===== src/rtl/iic_slave_multi_interface.sv =====
// I2C slave byte engine answering NUM_CHANNELS consecutive addresses.
// Define IIC_SLAVE_CLK_STRETCH_EN to stall on not-ready writes and empty reads.
module iic_slave_multi_interface #(
    parameter logic [6:0] I2C_ADDRESS  = 7'h3c,
    parameter int         NUM_CHANNELS = 4,
    parameter int         FILTER_LEN   = 3,
    localparam int        LOG_N        = $clog2(NUM_CHANNELS),
    localparam int        CHAN_W       = (LOG_N < 1) ? 1 : LOG_N
) (
    input  logic              clk,
    input  logic              rst_n,
    input  logic              scl_in,
    input  logic              sda_in,
    output logic              scl_out_en,
    output logic              sda_out_en,
    output logic              wr_valid,
    output logic [7:0]        wr_data,
    output logic              wr_first,
    output logic [CHAN_W-1:0] wr_chan,
    input  logic              wr_ready,
    output logic              rd_req,
    output logic [CHAN_W-1:0] rd_chan,
    input  logic [7:0]        rd_data,
    input  logic              rd_empty,
    output logic              bus_busy,
    output logic              stop_pulse
);

`ifdef IIC_SLAVE_CLK_STRETCH_EN
    localparam bit STRETCH = 1'b1;
`else
    localparam bit STRETCH = 1'b0;
`endif

    localparam logic [6:0] ADDR_MASK = 7'h7f << LOG_N;

    typedef enum logic [3:0] {
        IDLE, ADDR, ADDR_ACK, WR_BYTE, WR_ACK,
        RD_LOAD, RD_BYTE, RD_MACK, IGNORE
    } state_t;

    // index 0 = SCL, index 1 = SDA
    logic [1:0]      s1_q, s2_q, f_q, f_d, p_q;
    logic [1:0][3:0] fcnt_q, fcnt_d;

    state_t      state_q, state_d;
    logic [3:0]  cnt_q, cnt_d;
    logic [7:0]  sh_q, sh_d, wr_data_q, wr_data_d, ld;
    logic [CHAN_W-1:0] chan_q, chan_d;
    logic        rw_q, rw_d, arm_q, arm_d, empty_q, empty_d;
    logic        hold_q, hold_d, sda_oe_q, sda_oe_d, scl_oe_q, scl_oe_d;
    logic        wr_valid_q, wr_valid_d, wr_first_q, wr_first_d;
    logic        rd_req_q, rd_req_d, busy_q, busy_d, stop_q, stop_d;
    logic        scl_rise, scl_fall, start_det, stop_det, byte_end;
    logic [6:0]  addr;

    always_comb begin
        for (int i = 0; i < 2; i++) begin
            f_d[i]    = f_q[i];
            fcnt_d[i] = 4'd0;
            if (s2_q[i] != f_q[i]) begin
                if (fcnt_q[i] >= 4'(FILTER_LEN - 1)) f_d[i] = s2_q[i];
                else fcnt_d[i] = fcnt_q[i] + 4'd1;
            end
        end
    end

    assign scl_rise  = f_q[0] & ~p_q[0];
    assign scl_fall  = ~f_q[0] & p_q[0];
    assign start_det = f_q[0] & p_q[0] & ~f_q[1] & p_q[1];
    assign stop_det  = f_q[0] & p_q[0] & f_q[1] & ~p_q[1];
    assign addr      = sh_q[7:1];
    assign byte_end  = scl_fall && (cnt_q == 4'd8);

    always_comb begin
        state_d    = state_q;
        cnt_d      = cnt_q;
        sh_d       = sh_q;
        chan_d     = chan_q;
        rw_d       = rw_q;
        arm_d      = arm_q;
        empty_d    = empty_q;
        hold_d     = hold_q;
        sda_oe_d   = sda_oe_q;
        scl_oe_d   = scl_oe_q;
        wr_data_d  = wr_data_q;
        wr_first_d = wr_first_q;
        busy_d     = busy_q;
        wr_valid_d = 1'b0;
        rd_req_d   = 1'b0;
        stop_d     = 1'b0;
        ld         = empty_q ? 8'hff : rd_data;
        if (stop_det) begin
            state_d  = IDLE;
            sda_oe_d = 1'b0;
            scl_oe_d = 1'b0;
            hold_d   = 1'b0;
            busy_d   = 1'b0;
            stop_d   = 1'b1;
        end else if (start_det) begin
            state_d  = ADDR;
            cnt_d    = 4'd0;
            sda_oe_d = 1'b0;
            scl_oe_d = 1'b0;
            hold_d   = 1'b0;
            busy_d   = 1'b1;
        end else begin
            unique case (state_q)
                ADDR: begin
                    if (scl_rise && cnt_q != 4'd8) begin
                        sh_d  = {sh_q[6:0], f_q[1]};
                        cnt_d = cnt_q + 4'd1;
                    end else if (byte_end) begin
                        if (((addr ^ I2C_ADDRESS) & ADDR_MASK) == 7'd0
                            && addr != 7'd0) begin
                            chan_d   = CHAN_W'(addr & ~ADDR_MASK);
                            rw_d     = sh_q[0];
                            sda_oe_d = 1'b1;
                            state_d  = ADDR_ACK;
                        end else begin
                            state_d = IGNORE;
                        end
                    end
                end
                ADDR_ACK: if (scl_fall) begin
                    sda_oe_d = 1'b0;
                    cnt_d    = 4'd0;
                    if (rw_q) begin
                        rd_req_d = 1'b1;
                        state_d  = RD_LOAD;
                    end else begin
                        arm_d   = 1'b1;
                        state_d = WR_BYTE;
                    end
                end
                WR_BYTE: begin
                    if ((hold_q || byte_end) && wr_ready) begin
                        wr_valid_d = 1'b1;
                        wr_data_d  = sh_q;
                        wr_first_d = arm_q;
                        arm_d      = 1'b0;
                        sda_oe_d   = 1'b1;
                        hold_d     = 1'b0;
                        state_d    = WR_ACK;
                    end else if (byte_end) begin
                        if (STRETCH) begin
                            scl_oe_d = 1'b1;
                            hold_d   = 1'b1;
                        end else begin
                            state_d = WR_ACK;
                        end
                    end else if (scl_rise && cnt_q != 4'd8) begin
                        sh_d  = {sh_q[6:0], f_q[1]};
                        cnt_d = cnt_q + 4'd1;
                    end
                end
                WR_ACK: begin
                    scl_oe_d = 1'b0;
                    if (scl_fall) begin
                        sda_oe_d = 1'b0;
                        cnt_d    = 4'd0;
                        state_d  = WR_BYTE;
                    end
                end
                // rd_req_q marks the request cycle; data arrives one cycle later
                RD_LOAD: begin
                    if (rd_req_q) begin
                        empty_d = rd_empty;
                        if (STRETCH && rd_empty) begin
                            scl_oe_d = 1'b1;
                            hold_d   = 1'b1;
                        end
                    end else if (hold_q) begin
                        if (!rd_empty) begin
                            rd_req_d = 1'b1;
                            hold_d   = 1'b0;
                        end
                    end else begin
                        sh_d     = ld;
                        sda_oe_d = ~ld[7];
                        scl_oe_d = 1'b0;
                        cnt_d    = 4'd1;
                        state_d  = RD_BYTE;
                    end
                end
                RD_BYTE: if (scl_fall) begin
                    if (cnt_q == 4'd8) begin
                        sda_oe_d = 1'b0;
                        state_d  = RD_MACK;
                    end else begin
                        sda_oe_d = ~sh_q[6];
                        sh_d     = {sh_q[6:0], 1'b0};
                        cnt_d    = cnt_q + 4'd1;
                    end
                end
                RD_MACK: begin
                    if (scl_rise && f_q[1]) begin
                        state_d = IGNORE;
                    end else if (scl_fall) begin
                        rd_req_d = 1'b1;
                        state_d  = RD_LOAD;
                    end
                end
                default: ;
            endcase
        end
    end

    always_ff @(posedge clk or negedge rst_n) begin
        if (!rst_n) begin
            s1_q       <= 2'b11;
            s2_q       <= 2'b11;
            f_q        <= 2'b11;
            p_q        <= 2'b11;
            fcnt_q     <= '0;
            state_q    <= IDLE;
            cnt_q      <= 4'd0;
            sh_q       <= 8'd0;
            chan_q     <= '0;
            rw_q       <= 1'b0;
            arm_q      <= 1'b0;
            empty_q    <= 1'b0;
            hold_q     <= 1'b0;
            sda_oe_q   <= 1'b0;
            scl_oe_q   <= 1'b0;
            wr_valid_q <= 1'b0;
            wr_data_q  <= 8'd0;
            wr_first_q <= 1'b0;
            rd_req_q   <= 1'b0;
            busy_q     <= 1'b0;
            stop_q     <= 1'b0;
        end else begin
            s1_q       <= {sda_in, scl_in};
            s2_q       <= s1_q;
            f_q        <= f_d;
            p_q        <= f_q;
            fcnt_q     <= fcnt_d;
            state_q    <= state_d;
            cnt_q      <= cnt_d;
            sh_q       <= sh_d;
            chan_q     <= chan_d;
            rw_q       <= rw_d;
            arm_q      <= arm_d;
            empty_q    <= empty_d;
            hold_q     <= hold_d;
            sda_oe_q   <= sda_oe_d;
            scl_oe_q   <= scl_oe_d;
            wr_valid_q <= wr_valid_d;
            wr_data_q  <= wr_data_d;
            wr_first_q <= wr_first_d;
            rd_req_q   <= rd_req_d;
            busy_q     <= busy_d;
            stop_q     <= stop_d;
        end
    end

    assign scl_out_en = scl_oe_q;
    assign sda_out_en = sda_oe_q;
    assign wr_valid   = wr_valid_q;
    assign wr_data    = wr_data_q;
    assign wr_first   = wr_first_q;
    assign wr_chan    = chan_q;
    assign rd_req     = rd_req_q;
    assign rd_chan    = chan_q;
    assign bus_busy   = busy_q;
    assign stop_pulse = stop_q;

endmodule


===== config.mk =====
export PLATFORM = sky130hd
export DESIGN_NAME = iic_slave_multi_interface
export DESIGN_NICKNAME = d
export VERILOG_FILES = /design/src/rtl/iic_slave_multi_interface.sv
export SDC_FILE = /design/constraint.sdc
export NUM_CORES = 1
export LEC_CHECK = 0
export ABC_AREA = 0
export BUFFER_PORTS_ARGS = -buffer_cell sky130_fd_sc_hd__buf_2
export CAP_MARGIN = 20
export CORE_UTILIZATION = 58
export CTS_CLUSTER_SIZE = 40
export DETAILED_ROUTE_END_ITERATION = 12
export PLACE_DENSITY = 0.8
export SLEW_MARGIN = 20
export SYNTH_ARGS = -nofsm -noshare
export SYNTH_HDL_FRONTEND = slang
export SYNTH_SLANG_ARGS = --single-unit

===== constraint.sdc =====
create_clock -name clk -period 2.4 [get_ports clk]
set_input_delay 0.48 -clock clk [delete_from_list [all_inputs] [get_ports clk]]
set_output_delay 0.48 -clock clk [all_outputs]
set_load 0.1 [all_outputs]

==> run summary, run 1 <==
outcome: finished clean
Clk pin slew, worst setup/hold paths: 0.10 ns
commonest non-fill, non-tap cell in the layout: dfrtp_1
CTS Buf Count: 5
Die X-Extent: 70.9 µm
mapped cell area: 2750 µm²
drt total wl: 6090 µm
post-CTS resize count: 0
Cell Pwr Density: 866 nW/µm²
WL/cell: 16.9 µm
layout cell share with drive strength beyond 1: 0.290
met1 usage: 0.355
worst hold path class: input port to async pin
CP required: 2.59 ns
crit path kind: flop to flop
clk_skew: 0.0127 ns
Die Area: 5030 µm²
met3 Use GR: 0.0442
drt drc: 0
pin count of the biggest net entering global routing: 53
crit path DAT: 2.31 ns
gr busiest metal: met2
# port buffers: 31
CP Max Fanout: 14
CTS Hold Buffers Added: 0
startpoint types: flop
clk sinks: 52
number of distinct library cells after synthesis: 55
Total Routing Usage GR: 0.259
core area: 4440 µm²
Max-Cap Viols: 0
Final nets: 326
Clock Tree Buf Depth: 2
mean area per synthesized cell: 10.2 µm²
leakage power: 1.44 nW
main flop type after synthesis: dfrtp_1
DRT iter0 DRCs: 293
Slew Limit Fails: 0
flops & latches, synth: 52
largest delay contributor family on the critical path: compound AO/OA/AOI/OAI gates
f_max: 0.473 GHz
via count: 2,245
clock latency on the worst-skew pair: 0.31 ns
commonest cells after routing, fill and taps aside: 44 x dfrtp_1, 32 x nor2_1, 31 x buf_2, 22 x nand2_1, 22 x mux2_2
Seq/Total Area, Yosys: 0.476
ys async rst share: 1.00
Fin Setup TNS: 0 ns
Final Power: 2.69 mW
Rel. slew slack: 0.572
warnings from Yosys: 0
period utilization: 0.881
CP bufs+invs: 0
crit path time final: 2.12 ns
Area Growth Syn to Fin: 12.8%
Routed Antenna Nets: 0
Starting Density: 0.620
met2 Resource Use GR: 0.410
first-pass GRT wire length: 10,100 µm
average via count per standard cell: 6.25
io pins: 33
gr ovfl total: 0
Peak supply drop: 0.581 mV
vias in the first global route: 2,191
first drt pass iteration count: 7
H-tree depth: 2
ANT cells: 0
DIE HEIGHT: 70.9 µm
RSZ-0062 raised after global routing: false
fin cells: 359
CTS tree: done
antenna violations before repair: 0
Placed Cells: 351
Placer Congestion: 0.983
R2R Setup Slk: 0.28 ns
crit path cell chain: nor2b_1 -> a31oi_1 -> o21ai_1 -> or2_1 -> o221a_1
CTS root buffer: clkbuf_8
Critical Path Max Stage Delay: 0.55 ns
post-DP HPWL: 4350 µm
Worst-Margin Slew: 0.626 ns
critical path endpoint category: flop
post-CTS setup buffers: 0
std cell rows: 24
EDFF count, synth: 0
Fin. Hold Viols: 0
endpoints failing setup: 0
Mapped Cells: 271
Crit-path slowest cell: dfrtp_1
## cell usage after synthesis, drive strengths merged, types with 2 or more instances
| cell type | count | area (µm²) |
|---|---|---|
| nand3b | 3 | 26.3 |
| inv | 9 | 33.8 |
| nor3 | 8 | 51.3 |
| nor4 | 4 | 40.0 |
| nand4 | 3 | 18.8 |
| nand4b | 2 | 17.5 |
| nand2 | 23 | 88.8 |
| a211oi | 4 | 30.0 |
| o2bb2ai | 2 | 17.5 |
| a21oi | 14 | 70.1 |
| ha | 6 | 75.1 |
| mux2 | 22 | 248 |
| a2111oi | 2 | 17.5 |
| o311ai | 2 | 17.5 |
| nor2b | 5 | 31.3 |
| xor2 | 2 | 17.5 |
| nand4bb | 2 | 22.5 |
| mux2i | 3 | 30.0 |
| clkbuf | 3 | 11.3 |
| buf | 11 | 71.3 |
| o21ai | 16 | 80.1 |
| dfstp | 8 | 210 |
| dfrtp | 44 | 1100 |
| o21a | 2 | 15.0 |
| nand3 | 4 | 20.0 |
| nor2 | 33 | 126 |
| a31oi | 2 | 12.5 |
| nand2b | 4 | 25.0 |
| or2 | 5 | 31.3 |
| o211ai | 4 | 30.0 |
| and3 | 4 | 25.0 |
## kinds of logic after synthesis
kind of cell,count (synthesis),share of synthesized area
muxes,25,0.101
other,1,0.00136
buffers and inverters,23,0.0423
and+or+nand+nor,104,0.202
adders and majority gates,6,0.0273
DFF,52,0.476
xor gates and xnor gates,3,0.00954
AOI/OAI and AO/OA,57,0.141
## report_power, final
part | leakage (nW) | switching, mW | total (mW) | internal (mW)
Sequential | 0.649 | 0.197 | 1.23 | 1.03
Clock | 0.0654 | 0.283 | 0.700 | 0.417
Combinational | 0.725 | 0.444 | 0.758 | 0.314
## area by class of cell
cell class | instances | area, µm²
Multi-Input combinational cell | 198 | 1340
Fill cell | 340 | 1340
Sequential cell | 52 | 1310
Timing Repair Buffer | 40 | 223
Clock buffer | 6 | 72.6
Tap cell | 52 | 65.1
Clock inverter | 2 | 60.1
Inverter | 9 | 33.8
## per-layer routing
layer,part of all wire,vias up
met5,0,-
met4,0.023,0
met3,0.062,19
met2,0.48,119
met1,0.43,1076
li1,-,1031
## registers in the layout (all words and copies together), names as in the netlist, 2 cells and up
signal,cells
cnt_q,4
f_q,2
fcnt_q,8
p_q,2
rd_chan,2
s1_q,2
s2_q,2
sh_q,8
state_q,4
wr_data,8
## path summary, 6_finish.rpt
path / from / end / cells past startpoint
max reg2reg: state_q[0]$_DFFE_PN0P_ / state_q[2]$_DFFE_PN0P_ / 5
max: state_q[0]$_DFFE_PN0P_ / state_q[2]$_DFFE_PN0P_ / 5
min: rst_n / wr_data[6]$_DFFE_PN0P_ / 2
min reg2reg: s1_q[1]$_DFF_PN1_ / s2_q[1]$_DFF_PN1_ / 0
min in group clk: sda_in / s1_q[1]$_DFF_PN1_ / 1
max in group asynchronous: rst_n / arm_q$_DFFE_PN0P_ / 2
## metrics by stage
stage	worst slack (ns)	instance area, µm²	hold slack [ns]	utilization
final	0.285	3110	0.275	0.699
after global routing	0.149	3110	0.258	0.699
after CTS	0.298	3110	0.268	0.699
after detailed placement	0.321	2970	0.350	0.669
after global placement	0.326	2970	0.346	0.669
after floorplan	0.190	2760	0.184	-
(Power assumes the default switching activity.)
==> run 2: changes to the inputs <==
--- a/config.mk
+++ b/config.mk
@@ -12,6 +12,8 @@
 export CTS_CLUSTER_SIZE = 40
 export DETAILED_ROUTE_END_ITERATION = 12
 export PLACE_DENSITY = 0.8
+export REMOVE_ABC_BUFFERS = 1
+export SETUP_SLACK_MARGIN = 0.4
 export SLEW_MARGIN = 20
 export SYNTH_ARGS = -nofsm -noshare
 export SYNTH_HDL_FRONTEND = slang
==> run summary, run 2 (same netlist as run 1, synthesis figures left out) <==
Die X-Extent: 70.9 µm
Clk pin slew, worst setup/hold paths: 0.09 ns
Rel. slew slack: 0.575
vias in the first global route: 2,072
worst reg2reg path depth: 5
endpoints failing setup: 0
clk_skew: 0.00950 ns
leakage power: 1.46 nW
drt total wl: 6050 µm
commonest cells after routing, fill and taps aside: 40 x dfrtp_1, 31 x nor2_1, 31 x buf_2, 22 x nand2_1, 22 x mux2_2
clk sinks: 52
crit path kind: flop to flop
setup slack after layout: 0.440 ns
f_max: 0.510 GHz
finished layout cell area: 3190 µm²
Area Growth Syn to Fin: 15.8%
met2 WL: 3000 µm
std cell rows: 24
H-tree depth: 2
via count: 2,296
drt drc: 0
Total Routing Usage GR: 0.249
Fin. Hold Viols: 0
CTS Buf Count: 5
Post-Place Setup Slack: 0.260 ns
CTS root buffer: clkbuf_8
top sig layer: met4
period utilization: 0.817
Placer Congestion: 0.904
first-pass GRT wire length: 9830 µm
hold path startpoint: scl_in
crit path launch: state_q[2]$_DFFE_PN0P_
antenna violations before repair: 0
CP required: 2.59 ns
RSZ-0062 raised after global routing: false
CP Max Fanout: 16
pin count of the biggest net entering global routing: 53
met3 wire length: 409 µm
Final nets: 332
FF-to-FF End: sh_q[1]$_DFFE_PN0P_
Peak supply drop: 0.670 mV
R2R Setup Slk: 0.44 ns
Crit Reg-Reg Startpoint: state_q[2]$_DFFE_PN0P_
Placed Area: 2960 µm²
CTS tree: done
Slew Limit Fails: 0
first drt pass iteration count: 6
crit path time final: 1.96 ns
io pins: 33
layout cell share with drive strength beyond 1: 0.335
WL/cell: 16.6 µm
worst hold path class: input port to flop
Starting Density: 0.620
DIE HEIGHT: 70.9 µm
startpoint types: flop
worst hold slack: 0.269 ns
post-DP HPWL: 4130 µm
DRT iter0 DRCs: 256
# port buffers: 31
average via count per standard cell: 6.29
worst hold path stage count: 1
Die Area: 5030 µm²
Clock Tree Buf Depth: 2
clock latency on the worst-skew pair: 0.30 ns
crit path DAT: 2.15 ns
gr ovfl total: 0
core area: 4440 µm²
outcome: finished clean
Max-Cap Viols: 0
Worst Hold End: s1_q[0]$_DFF_PN1_
DRT met1 WL: 2530 µm
commonest non-fill, non-tap cell in the layout: dfrtp_1
Worst-Margin Slew: 0.638 ns
ANT cells: 0
Routed Antenna Nets: 0
critical path endpoint category: flop
Cell Pwr Density: 808 nW/µm²
[run 2: cell count changes in the layout (fill, tap and decap cells not counted), moves of 2 or more]
cell,before,now
dfrtp_1,44,40
dfrtp_2,0,4
buf_4,9,12
bufinv_16,2,0
[run 2: worst max path at each step]
stage / to / slack, ns
finish: sh_q[1]$_DFFE_PN0P_ / 0.44
global placement: sh_q[4]$_DFFE_PN0P_ / 0.34
global route: sh_q[7]$_DFFE_PN0P_ / 0.35
CTS: sh_q[1]$_DFFE_PN0P_ / 0.40
floorplan: sh_q[1]$_DFFE_PN0P_ / -0.74
detailed placement: wr_data[3]$_DFFE_PN0P_ / 0.26
[run 2: repair_timing]
action | in CTS | in global routing
gates cloned | 0 | 1
pin swaps | 3 | 2
hold buffers | 0 | 0
resized for setup | 5 | 10
buffers inserted | 2 | 5
endpoints found under the setup margin | 21 | 21
[run 2: layout make-up]
type	count	area, µm²
Clock buffer	6	72.6
Clock inverter	2	16.3
Fill cell	325	1250
Inverter	9	33.8
Multi-Input combinational cell	199	1420
Sequential cell	52	1320
Tap cell	52	65.1
Timing Repair Buffer	45	270
[run 2: worst max-delay path, stage by stage (launching register included)]
cell and delay [ns]:
dfrtp_2 0.53, nand4bb_1 0.33, o2bb2ai_1 0.38, nor4_4 0.07
nand2_2 0.18, mux2_2 0.35
[run 2: metrics by stage]
step / power (mW) / setup TNS (ns) / util / std cells
2_1_floorplan: 1.75 / -8.85 / - / 259
3_3_place_gp: 1.94 / 0 / 0.666 / 349
3_5_place_dp: 1.98 / 0 / 0.666 / 349
4_1_cts: 2.50 / 0 / 0.698 / 359
5_1_grt: 2.72 / 0 / 0.718 / 365
6_report: 2.58 / 0 / 0.718 / 365
[run 2: power by group]
group	leakage, nW	total [mW]	internal [mW]	switching (mW)
Sequential	0.643	1.22	1.04	0.188
Combinational	0.772	0.862	0.370	0.493
Clock	0.0418	0.492	0.210	0.282
Total	1.46	2.58	1.62	0.962
[run 2: metal layers]
layer / vias up / track usage
met4: 0 / 0.0733
li1: 1054 / -
met2: 109 / 0.409
met5: - / 0
met1: 1119 / 0.343
met3: 14 / 0.0442
==> run 3: changes to the inputs <==
==> constraint.sdc (replaced) <==
create_clock -name clk -period 2.05 [get_ports clk]
set_input_delay 0.41 -clock clk [delete_from_list [all_inputs] [get_ports clk]]
set_output_delay 0.41 -clock clk [all_outputs]
set_load 0.1 [all_outputs]
==> run summary, run 3 (same netlist as run 1, synthesis figures left out) <==
outcome: finished clean
DRT iter0 DRCs: 450
Fin. Hold Viols: 0
crit path kind: flop to flop
startpoint types: flop
Slew Limit Fails: 0
commonest non-fill, non-tap cell in the layout: buf_4
Psw: 1.38 mW
Clk pwr share: 0.208
CP required: 2.25 ns
switching share of power: 0.378
drt drc: 0
Clock Tree Buf Depth: 2
antenna violations before repair: 0
Post-Place Setup Slack: 0.0549 ns
endpoints failing setup: 0
Final nets: 368
io pins: 33
critical path endpoint category: flop
H-tree depth: 2
worst hold path class: input port to async pin
Placed Area: 3060 µm²
vias in the first global route: 2,506
crit path time final: 1.91 ns
CTS root buffer: clkbuf_8
drt total wl: 9050 µm
Crit Reg-Reg Startpoint: cnt_q[1]$_DFFE_PN0P_
Area Growth Syn to Fin: 34.8%
post-DP HPWL: 4200 µm
RSZ-0062 raised after global routing: true
fillers: 212
crit path DAT: 2.11 ns
Clk pin slew, worst setup/hold paths: 0.10 ns
leakage power: 1.74 nW
finished layout cell area: 3710 µm²
clk_skew: 0.00824 ns
Die X-Extent: 70.9 µm
worst hold slack: 0.186 ns
CTS tree: done
period utilization: 0.931
core area: 4440 µm²
# port buffers: 31
CTS Buf Count: 5
clk sinks: 52
Max-Cap Viols: 0
Seq pwr share: 0.392
clock latency on the worst-skew pair: 0.32 ns
first-pass GRT wire length: 12,300 µm
CP Max Fanout: 7
final core utilization: 0.836
gr ovfl total: 0
Placer Congestion: 0.906
DIE HEIGHT: 70.9 µm
first drt pass iteration count: 8
internal power: 2.27 mW
Cell Pwr Density: 984 nW/µm²
commonest cells after routing, fill and taps aside: 44 x buf_4, 40 x dfrtp_1, 30 x buf_2, 29 x nor2_1, 20 x nand2_1
Die Area: 5030 µm²
Starting Density: 0.620
layout cell share with drive strength beyond 1: 0.484
FF-to-FF End: sh_q[7]$_DFFE_PN0P_
Peak supply drop: 0.867 mV
WL/cell: 22.6 µm
R2R Setup Slk: 0.14 ns
Combinational Power Share: 0.400
Worst-Margin Slew: 0.641 ns
average via count per standard cell: 6.67
Routed Antenna Nets: 0
f_max: 0.524 GHz
worst reg2reg path depth: 7
pin count of the biggest net entering global routing: 53
ANT cells: 0
CTS Hold Buffers Added: 0
via count: 2,675
Rel. slew slack: 0.573
std cell rows: 24
setup slack after layout: 0.142 ns
Total Routing Usage GR: 0.324
==> run 3: how the worst max path moves through the flow <==
stage,start,to
after CTS,f_q[0]$_DFFE_PN1P_,sh_q[5]$_DFFE_PN0P_
final,cnt_q[1]$_DFFE_PN0P_,sh_q[7]$_DFFE_PN0P_
after detailed placement,cnt_q[1]$_DFFE_PN0P_,sh_q[1]$_DFFE_PN0P_
after global placement,cnt_q[1]$_DFFE_PN0P_,sh_q[4]$_DFFE_PN0P_
after floorplan,state_q[2]$_DFFE_PN0P_,sh_q[1]$_DFFE_PN0P_
after global routing,cnt_q[1]$_DFFE_PN0P_,sh_q[7]$_DFFE_PN0P_
==> run 3: per-stage QoR <==
stage               setup TNS (ns)  power (mW)  cells
floorplan                   -14.26        2.05    259
global placement                 0        2.33    361
detailed placement               0        2.36    361
CTS                              0        3.34    388
global route                     0        3.78    401
finish                           0        3.65    401
==> run 3: layout make-up <==
type	count	area, µm²	share of cell area
clock buffer	6	82.6	0.0222
sequential	52	1320	0.354
clock inverter	2	38.8	0.0104
tap	52	65.1	0.0175
inverter	9	33.8	0.00910
timing repair buffer	82	581	0.156
multi-input combinational	198	1600	0.430
==> run 3: critical path: stages (launching register included) <==
cell and delay, ns:
dfrtp_1 0.40, inv_1 0.06, ha_2 0.20, nand3b_4 0.16
a221oi_4 0.39, nor4_4 0.11, nand2_4 0.16, mux2_4 0.32
==> run 3: power by group through the flow <==
stage                     logic [mW]  registers, mW  clock network, mW
after floorplan                0.566           1.49                  0
after global placement         0.910           1.42                  0
after detailed placement       0.939           1.42                  0
after CTS                       1.19           1.40              0.753
after global routing            1.54           1.45              0.789
final                           1.46           1.43              0.761
==> run 3: metal layers <==
metal  GRT usage  vias to the layer above  routed length, µm
met1       0.428                     1296               3440
met2       0.534                      211               4340
met5           0                        -                  0
met3      0.0513                       49                725
li1            -                     1119                  -
met4       0.144                        0                542
==> run 3: what timing repair did <==
item / CTS / global route
setup endpoints to repair: 32 / 37
gates resized for setup: 37 / 36
pin swaps: 13 / 15
endpoints found under the hold margin: 0 / 0
setup buffers: 19 / 13
